<file path="config.mk">
export PLATFORM = sky130hd
export DESIGN_NAME = uart_tx_scheduler
export DESIGN_NICKNAME = d
export VERILOG_FILES = /design/src/rtl/uart_tx_scheduler.sv
export SDC_FILE = /design/constraint.sdc
export NUM_CORES = 1
export LEC_CHECK = 0
export CORE_MARGIN = 4
export CORE_UTILIZATION = 25
export CTS_CLUSTER_SIZE = 28
export DETAILED_ROUTE_END_ITERATION = 8
export PLACE_DENSITY = 0.5
export SYNTH_ARGS = -nofsm -noshare
export SYNTH_HDL_FRONTEND = slang
export SYNTH_SLANG_ARGS = --single-unit
</file>
<file path="constraint.sdc">
create_clock -name clk -period 2 [get_ports clk]
set_input_delay 0.5 -clock clk [delete_from_list [all_inputs] [get_ports clk]]
set_output_delay 0.5 -clock clk [all_outputs]
set_load 0.05 [all_outputs]
</file>
<file path="src/rtl/uart_tx_scheduler.sv">
// Round-robin scheduler that serves four byte requesters over one UART transmit line.
// Define UART_PARITY_EN to insert an even-parity bit between data bit 7 and the stop bits.
module uart_tx_scheduler #(
   parameter int STOP_BITS = 1
) (
   input  logic        clk,
   input  logic        rst_n,
   input  logic [3:0]  req,
   input  logic [31:0] req_data,
   output logic [3:0]  ack,
   output logic        bps_start,
   input  logic        clk_bps,
   output logic        uart_tx,
   output logic        busy,
   output logic [2:0]  dbg_state,
   output logic [1:0]  dbg_rr_ptr,
   output logic [2:0]  dbg_bit_cnt
);

   // Handshake: req[i] is a level held until ack[i]; ack[i] pulses for one cycle right after the
   // edge that latched byte i, so later req/req_data changes cannot touch the frame in flight.
   // clk_bps is only acted on while bps_start is high; every other cycle holds all state.

   typedef enum logic [2:0] {
      IDLE   = 3'd0,
      START  = 3'd1,
      DATA   = 3'd2,
`ifdef UART_PARITY_EN
      PARITY = 3'd3,
`endif
      STOP   = 3'd4
   } state_t;

   localparam logic [2:0] STOP_LAST = 3'(STOP_BITS);

   state_t     state_q, state_d;
   logic [1:0] rr_ptr_q, rr_ptr_d;
   logic [2:0] bit_cnt_q, bit_cnt_d;
   logic [7:0] data_q, data_d;
   logic       tx_q, tx_d;
   logic [3:0] ack_q, ack_d;
   logic       grant_vld;
   logic [1:0] grant_idx;
   logic [1:0] probe;

   // Scan downward so the requester closest to rr_ptr is the last, winning, assignment.
   always_comb begin
      grant_vld = 1'b0;
      grant_idx = rr_ptr_q;
      probe     = '0;
      for (int k = 3; k >= 0; k--) begin
         probe = rr_ptr_q + 2'(k);
         if (req[probe]) begin
            grant_vld = 1'b1;
            grant_idx = probe;
         end
      end
   end

   always_comb begin
      state_d   = state_q;
      rr_ptr_d  = rr_ptr_q;
      bit_cnt_d = bit_cnt_q;
      data_d    = data_q;
      tx_d      = tx_q;
      ack_d     = '0;
      case (state_q)
         IDLE: begin
            tx_d = 1'b1;
            if (grant_vld) begin
               ack_d[grant_idx] = 1'b1;
               data_d           = req_data[{grant_idx, 3'b000} +: 8];
               rr_ptr_d         = grant_idx + 2'd1;
               bit_cnt_d        = 3'd0;
               state_d          = START;
            end
         end
         START: begin
            if (clk_bps) begin
               tx_d    = 1'b0;
               state_d = DATA;
            end
         end
         DATA: begin
            if (clk_bps) begin
               tx_d      = data_q[bit_cnt_q];
               bit_cnt_d = bit_cnt_q + 3'd1;
               if (bit_cnt_q == 3'd7) begin
`ifdef UART_PARITY_EN
                  state_d = PARITY;
`else
                  state_d = STOP;
`endif
               end
            end
         end
`ifdef UART_PARITY_EN
         PARITY: begin
            if (clk_bps) begin
               tx_d    = ^data_q;
               state_d = STOP;
            end
         end
`endif
         STOP: begin
            // The first tick raises the line; STOP_BITS further ticks close the stop intervals.
            if (clk_bps) begin
               tx_d = 1'b1;
               if (bit_cnt_q == STOP_LAST) begin
                  bit_cnt_d = 3'd0;
                  state_d   = IDLE;
               end else begin
                  bit_cnt_d = bit_cnt_q + 3'd1;
               end
            end
         end
         default: begin
            tx_d    = 1'b1;
            state_d = IDLE;
         end
      endcase
   end

   always_ff @(posedge clk or negedge rst_n) begin
      if (!rst_n) begin
         state_q   <= IDLE;
         rr_ptr_q  <= 2'd0;
         bit_cnt_q <= 3'd0;
         data_q    <= 8'd0;
         tx_q      <= 1'b1;
         ack_q     <= 4'd0;
      end else begin
         state_q   <= state_d;
         rr_ptr_q  <= rr_ptr_d;
         bit_cnt_q <= bit_cnt_d;
         data_q    <= data_d;
         tx_q      <= tx_d;
         ack_q     <= ack_d;
      end
   end

   assign ack         = ack_q;
   assign uart_tx     = tx_q;
   assign busy        = (state_q != IDLE);
   assign bps_start   = (state_q != IDLE);
   assign dbg_state   = state_q;
   assign dbg_rr_ptr  = rr_ptr_q;
   assign dbg_bit_cnt = bit_cnt_q;

endmodule
</file>
### Word level (Yosys, flattened, before mapping)

Index checks and enable logic that the tools add are counted.

* flip-flop bits (word level): 21
* word-level logic and storage cells: 76

* add/subtract/negate cells: 5
* order comparisons: 7
* equal/unequal tests: 11
* shifts and indexed selects: 1
* multiplexer cells: 38
* reductions and logical operators: 8

Operator list (count)
* indexed part select 32 x 6 -> 8 bit: 1
* two-way mux 3 bit: 10
* less-than comparator 2 x 3 -> 1 bit, second input constant: 5
* two-way mux 1 bit: 13
* != test 2 bit, second input constant: 6
* one-hot mux 3 bit (4 select lines): 1
* one-hot mux 3 bit (3 select lines): 1
* binary-select mux 1 bit (select 2 bit): 4
* two-way mux 2 bit: 4
* two-way mux 4 bit: 2
* == test 3 x 1 -> 1 bit, second input constant: 2
* == test 3 bit, second input constant: 2
* AND reduction 6 bit: 1
* nonzero test 3 bit: 2
* adder 2 x 1 -> 2 bit, second input constant: 2
* adder 2 bit, second input constant: 2
* less-than comparator 3 x 4 -> 1 bit, second input constant: 1
* AND reduction 4 bit: 1
* adder 3 x 1 -> 3 bit, second input constant: 1
* binary-select mux 1 bit (select 3 bit): 1
* == test 3 x 2 -> 1 bit, second input constant: 1
* zero test 3 bit: 1
* one-hot mux 1 bit (3 select lines): 1
* AND reduction 3 bit: 1
* other kinds (4): 4

### Logic depth before layout (Yosys ltp)

Gate-level depths: netlist of the first run.

* word-level depth: 13
* depth in mapped cells: 8

### Worst setup path after synthesis of the first run

Ideal clock, no wire load.

* path kind: register to register
* from: register rr_ptr_q[0], in the netlist dbg_rr_ptr[0]
* to: register data_q[0]
* setup time: 0.143 ns
* arrival: 2.127 ns
* required time: 1.857 ns
* slack: -0.270 ns
* cell stages (with the launch flop): 9
* path buffers: 3
* clock period less this slack: 2.270 ns
* cells stage by stage: dfrtp_1 -> nor2b_1 -> o21a_1 -> buf_6 -> or3_1 -> buf_4 -> buf_6 -> a2111oi_4 -> a211oi_1

* cells in the longest elaborated chain, start to end: 8

Ends and longest elaborated chain
* start: declaration: RTL line 37 `logic [1:0] rr_ptr_q, rr_ptr_d;`
* start signal: assignment: RTL line 134 `rr_ptr_q <= rr_ptr_d;`
* adder 2 bit: RTL line 52 `probe = rr_ptr_q + 2'(k);`
* binary-select mux 1 bit (select 2 bit): RTL line 53 `if (req[probe]) begin`
* two-way mux 1 bit (not written as such): RTL line 53
* two-way mux 2 bit or two-way mux 1 bit (tied branches) (4 in series): RTL line 53
* indexed part select 32 x 6 -> 8 bit or AND reduction 2 bit (tied branches)
* end signal: assignment: RTL line 136 `data_q <= data_d;`
* end: declaration: RTL line 39 `logic [7:0] data_q, data_d;`

Several ways; a longest one is shown, not always the timed one. The select of a mux whose other input is x is not followed.
A chain may end at the register's enable or synchronous reset.

### Final worst setup path of the first run

* from: input port req[2]
* to: register data_q[1]

* cells in the longest elaborated chain, start to end: 7

Ends and longest elaborated chain
* start: declaration: RTL line 8 `input logic [3:0] req,`
* binary-select mux 1 bit (select 2 bit): RTL line 53
* two-way mux 1 bit (not written as such): RTL line 53
* two-way mux 2 bit or two-way mux 1 bit (tied branches) (4 in series): RTL line 53
* indexed part select 32 x 6 -> 8 bit or AND reduction 2 bit (tied branches)

Several ways; a longest one is shown, not always the timed one. The select of a mux whose other input is x is not followed.

==> key figures, run 1 <==
Status
  • Status: finished, final reports clean

Floorplanning
  • Core Region: 5470 um^2
  • IO Count: 54
  • Height of the die: 82.9 um
  • Chip Width: 82.9 um
  • Die ar.: 6870 um^2
  • Starting Density: 25.6%
  • Site row count: 27

Finish
  • Area grow syn2layout: 69.0%
  • Layout cells sized above 1: 37.6%
  • Post-route cell area: 2370 um^2
  • Nets: 264
  • Antenna diode count: 0
  • Fill count: 554
  • Non-Filler Instances: 293

Yosys
  • Share of the synthesized area in the top cell type: 35.7%
  • Post-Synth Adder-Cell Area: 2.68%
  • Synth Register Bits: 21
  • Most common cell in the synthesized netlist: nor2_1
  • Xor and xnor fraction of the mapped netlist area: 0.624%
  • Top cells by area, synth: dfrtp_1 (36%), a2111oi_0 (6.9%), mux2i_1 (5.7%)
  • Syn Nets: 186
  • Area leader, netlist: dfrtp_1
  • Register area share after synthesis: 37.6%
  • Syn_area_per_cell: 9.74 um^2
  • Ys async rst share: 100%
  • Cell area after synthesis: 1400 um^2
  • Distinct cells, synth: 37
  • Fraction of the mapped netlist area in simple logic gates: 20.9%
  • Mux share of post-synthesis cell area: 10.5%
  • Post-synthesis instance total: 144
  • Synth Flop Type: dfrtp_1
  • Synth warnings: 0
  • Most frequent cells after synthesis: nor2_1 (21), dfrtp_1 (20), a2111oi_0 (11)
  • Synth Area in Compound Gates: 22.2%
  • Largest family of logic cells by synthesized area: compound AO/OA/AOI/OAI gates
  • EDFF count, synth: 0

Route
  • Drt wl/cell: 14.3 um
  • Routed WL: 4.18 mm
  • Vias: 1421
  • Vias per Instance: 4.85
  • DRT antenna net count: 0
  • DRC: 0
  • DRT Pass-1 Iters: 4
  • Drt initial violations: 28

Clocking
  • CTS clk-pin slew, worst paths: 70 ps
  • CTS Buf Count: 3
  • H-tree Lvls: 1
  • Clock Path Buffers: 2
  • TritonCTS clock tree: built
  • Num Clock Sinks: 21
  • Clk root buf: clkbuf_8
  • Cts hold-fix bufs: 0
  • Clock Latency Late Sink: 250 ps

Worst hold path
  • HP Class: reg -> reg
  • Hold path cells: 2

Placement
  • Port Buffer Count: 53
  • Placed Cells incl. Taps: 287
  • Dpl cell area: 2150 um^2
  • Detailed Place HPWL: 3.24 mm
  • Placement Setup Slack: -732 ps
  • Routability cong.: 0.807

Pwr
  • Max VDD drop: 0.000571 V
  • Leakage: 0.953 nW
  • Power Density: 1360 nW/um^2
  • Final total power: 3.22 mW

STA
  • Unrepaired setup endpoints after global routing: no
  • Worst slew pin tran: 539 ps
  • Final Skew: 1.55 ps
  • Max Freq: 0.521 GHz
  • Setup WS post-layout: 82.4 ps
  • Final setup vio count: 0
  • Crit path time final: 1920 ps
  • Fin crit share: 95.9%
  • Slew headroom: 63.5%
  • Final Hold Fails: 0
  • Pins Over Slew Limit: 0

Critical path
  • Worst Setup Start Kind: primary input
  • Reg2Reg Setup Slack: 140 ps
  • Worst Path Arrival: 2030 ps
  • CP Capture Type: register
  • Critical path class: in -> reg
  • Reg2reg path depth: 5
  • Required time at the worst-slack endpoint: 2110 ps
  • CP max FO: 7

Flow run
  • Max-Cap Viols: 0

Global routing
  • Vias in the first global route: 1438
  • First-pass GRT wire length: 6.66 mm
  • Total track usage: 11.7%
  • Largest net degree at the start of global routing: 22
  • Total grt overflow: 0
  • Initial antenna violation count: 0
what timing repair did:
item                                    4_1_cts  5_1_grt
gates resized for setup                      34       20
pin swaps                                     2        3
setup buffers                                 3        0
endpoints found under the setup margin       15       10
endpoints found under the hold margin         0        0
final timing paths:
check	startpoint	end
setup reg to reg	dbg_rr_ptr[0]	data_q[1]
hold reg to reg	data_q[5]	data_q[5]
max in group asynchronous	rst_n	uart_tx
min in group asynchronous	rst_n	dbg_bit_cnt[1]
setup / recovery	req[2]	data_q[1]
hold / removal	data_q[5]	data_q[5]
layout make-up:
cell class | count | area [um^2] | area share (%)
clock buffer | 4 | 45.0 | 1.90
inverter | 4 | 15.0 | 0.633
multi-input combinational | 109 | 961 | 40.5
sequential | 21 | 531 | 22.4
tap | 72 | 90.1 | 3.80
timing repair buffer | 83 | 729 | 30.8
registers in the layout, indices dropped and copies added, names as in the netlist:
name / count
dbg_state: 3
dbg_bit_cnt: 3
dbg_rr_ptr: 2
ack: 4
uart_tx: 1
data_q: 8
worst max-delay path, cell delays in order:
cell and delay [ps]:
buf_2 140, nor2b_2 170, o21a_1 180, or3_4 440, a2111oi_0 500, a2111oi_1 110
per-layer routing:
metal / part of all wire [%] / global-route usage (%)
met4: 0.65 / 3.57
met1: 48 / 15.8
met5: 0 / 0
met3: 5.9 / 3.27
met2: 45 / 18.1
cell usage in the layout (no fill, tap or decap), drive strengths merged, types with 3 or more instances in the layout:
cell / instances
dfrtp: 20
nor2: 21
mux2i: 8
buf: 46
nor3: 7
o21ai: 5
nand2: 3
nand2b: 3
a21oi: 7
clkbuf: 7
nor4b: 8
clkdlybuf4s50: 34
ha: 3
nor2b: 6
a211oi: 7
a2111oi: 12
inv: 4
cells by family (layout without fill, tap and decap cells):
| logic type | count (synthesis) | count (layout) |
|---|---|---|
| flops | 21 | 21 |
| simple gates | 54 | 54 |
| xor+xnor | 1 | 1 |
| mux | 12 | 12 |
| buf+inv | 14 | 91 |
| fa+ha+maj | 3 | 3 |
| compound gates | 39 | 39 |
power breakdown:
part	total (mW)	internal [mW]	leakage [nW]	switching [mW]
clock network	0.269	0.142	0.0228	0.127
registers	0.738	0.606	0.253	0.132
logic	2.21	0.995	0.677	1.21
through the flow:
stage	setup TNS, ps	utilization (%)	hold WS [ps]
final	0	43.3	570
after global routing	0	43.3	615
after CTS	0	42.4	575
after detailed placement	-8540	39.3	558
after global placement	-7680	39.3	544
after floorplan	-39.4	-	204
Power figures use the tool's default switching activity.
==> inputs of run 2 (changes only) <==
- ABC_AREA: unset -> 1
- PLACE_DENSITY: 0.5 -> 0.49
==> key figures, run 2 <==
Finish
  • Most common cell after layout, fill and taps aside: nand2_1
  • Nets: 336
  • Non-Filler Instances: 370
  • Reg with most FFs: data_q
  • Most frequent cells in the layout: nand2_1 (44), nand3_1 (39), clkdlybuf4s50_1 (34), buf_4 (30), nand3_2 (20)
  • Area grow syn2layout: 53.4%
  • Antenna diode count: 0
  • Util after Layout: 39.3%
  • Layout cells sized above 1: 34.5%
  • Max reg flops: 8

Yosys
  • Synth warnings: 0
  • Ys async rst share: 100%
  • Distinct cells, synth: 28
  • Cell area after synthesis: 1630 um^2
  • Most common cell in the synthesized netlist: nand3_1
  • Top cells by area, synth: dfrtp_1 (31%), nand3_1 (16%), nand2_1 (12%)
  • Synth Register Bits: 21
  • Most frequent cells after synthesis: nand3_1 (51), nand2_1 (50), dfrtp_1 (20)
  • Area leader, netlist: dfrtp_1
  • EDFF count, synth: 0
  • Syn Nets: 265
  • Share of the synthesized area in the top cell type: 30.7%
  • Synth Flop Type: dfrtp_1
  • Register area share after synthesis: 32.3%
  • Post-synthesis instance total: 223
  • Syn_area_per_cell: 7.31 um^2

Global routing
  • Vias in the first global route: 1648
  • First-pass GRT wire length: 7.40 mm
  • Largest net degree at the start of global routing: 22
  • Initial antenna violation count: 0
  • Total grt overflow: 0
  • Total track usage: 11.6%

Route
  • Drt initial violations: 65
  • Vias per Instance: 4.56
  • Routed WL: 4.65 mm
  • DRC: 0
  • DRT Pass-1 Iters: 4
  • DRT antenna net count: 0
  • Vias: 1687
  • Drt wl/cell: 12.6 um

Floorplanning
  • Core Region: 6350 um^2
  • Site row count: 29
  • Height of the die: 88.7 um
  • Die ar.: 7870 um^2
  • IO Count: 54
  • Chip Width: 88.7 um
  • Starting Density: 25.7%

Critical path
  • Critical path class: reg -> out
  • R2r startpoint: dbg_rr_ptr[1]
  • Required time at the worst-slack endpoint: 1500 ps
  • CP max FO: 5
  • CP Capture Type: output port
  • Worst Path Arrival: 1400 ps
  • Worst setup path startpoint: dbg_state[1]
  • Worst Setup Start Kind: register

STA
  • Max Freq: 0.528 GHz
  • Crit path time final: 1900 ps
  • Slew headroom: 78.9%
  • Final setup vio count: 0
  • Fin crit share: 94.8%
  • Final Hold Fails: 0
  • Final Skew: 3.05 ps
  • Worst slew pin tran: 316 ps
  • Pins Over Slew Limit: 0

Flow run
  • Max-Cap Viols: 0

Clocking
  • H-tree Lvls: 1
  • Clk root buf: clkbuf_8
  • TritonCTS clock tree: built
  • CTS clk-pin slew, worst paths: 80 ps
  • Cts hold-fix bufs: 0
  • Clock Latency Late Sink: 260 ps
  • CTS Buf Count: 3
  • Clock Path Buffers: 2
  • Num Clock Sinks: 21

Placement
  • Routability cong.: 0.768
  • Port Buffer Count: 53
  • Detailed Place HPWL: 3.60 mm
  • Placed Cells incl. Taps: 361

Pwr
  • Max VDD drop: 0.000861 V
  • Leakage: 1.24 nW
  • Power Density: 1890 nW/um^2
  • Final total power: 4.71 mW

Status
  • Status: finished, final reports clean

Worst hold path
  • Hold_sp: data_q[5]
  • HP Class: reg -> reg
-- run 2: cell count changes after synthesis, moves of 8 or more --
| cell | change |
|---|---|
| nand3_1 | +51 |
| nand2_1 | +47 |
| nor2_1 | -11 |
| mux2i_1 | -8 |
| inv_1 | +15 |
| nand2_2 | +13 |
| inv_2 | +9 |
| nand3_2 | +8 |
| nor4b_1 | -8 |
| a2111oi_0 | -11 |
-- run 2: final timing paths --
kind / slack (ps) / endpoint / depth (start not counted)
worst min-delay path: 490 / data_q[5] / 2
worst max register to register: 120 / data_q[5] / 13
worst max-delay path: 100 / busy / 5
worst min register to register: 490 / data_q[5] / 2
min in group asynchronous: 590 / dbg_bit_cnt[2] / 2
max in group asynchronous: 1140 / uart_tx / 2
-- run 2: layer usage --
layer,vias to the layer above,track usage [%],wire length (um)
li1,879,-,-
met1,765,16.2,2200
met2,41,19.0,2150
met3,2,1.77,278
met4,0,2.47,23
met5,-,0,0
-- run 2: metrics by stage --
stage	cell area (um^2)	setup TNS [ps]	setup slack [ps]	hold WS [ps]
after global placement	2290	-2960	-260	465
after detailed placement	2290	-3580	-298	468
after global routing	2500	-33.9	-12.7	519
final	2500	0	104	485
after CTS	2340	0	6.61	489
after floorplan	1630	0	67.9	204
-- run 2: logic make-up (layout without fill, tap and decap cells) --
family                   Yosys count  count (layout)  share of synthesized area (%)
AO/OA/AOI/OAI                     24              24                           8.91
adder cells (fa/ha/maj)            3               3                           2.30
buffers and inverters             35             104                           11.4
flip-flops                        21              21                           32.3
AND/OR/NAND/NOR                  140             141                           45.1
-- run 2: what timing repair did --
action,4_1_cts,5_1_grt
buffers inserted,0,3
pin swaps,0,15
endpoints found under the setup margin,5,15
resized for setup,2,24
cloned,0,2
-- run 2: report_power, final --
group	internal, mW	switching [mW]
Clock	0.138	0.138
Sequential	0.608	0.154
Combinational	1.42	2.25
-- run 2: worst max-delay path: stages, from the launching register on --
cell and delay, ps:
dfrtp_2 440, nor2_1 190, inv_1 80, nor2_1 160, inv_2 80, buf_4 190
-- run 2: area by class of cell --
type                       instances  area (um^2)
timing repair buffer              72          701
multi-input combinational        168         1020
clock inverter                     1         5.00
inverter                          28          105
tap                               77         96.3
sequential                        21          529
fill                             681         3850
clock buffer                       3         41.3
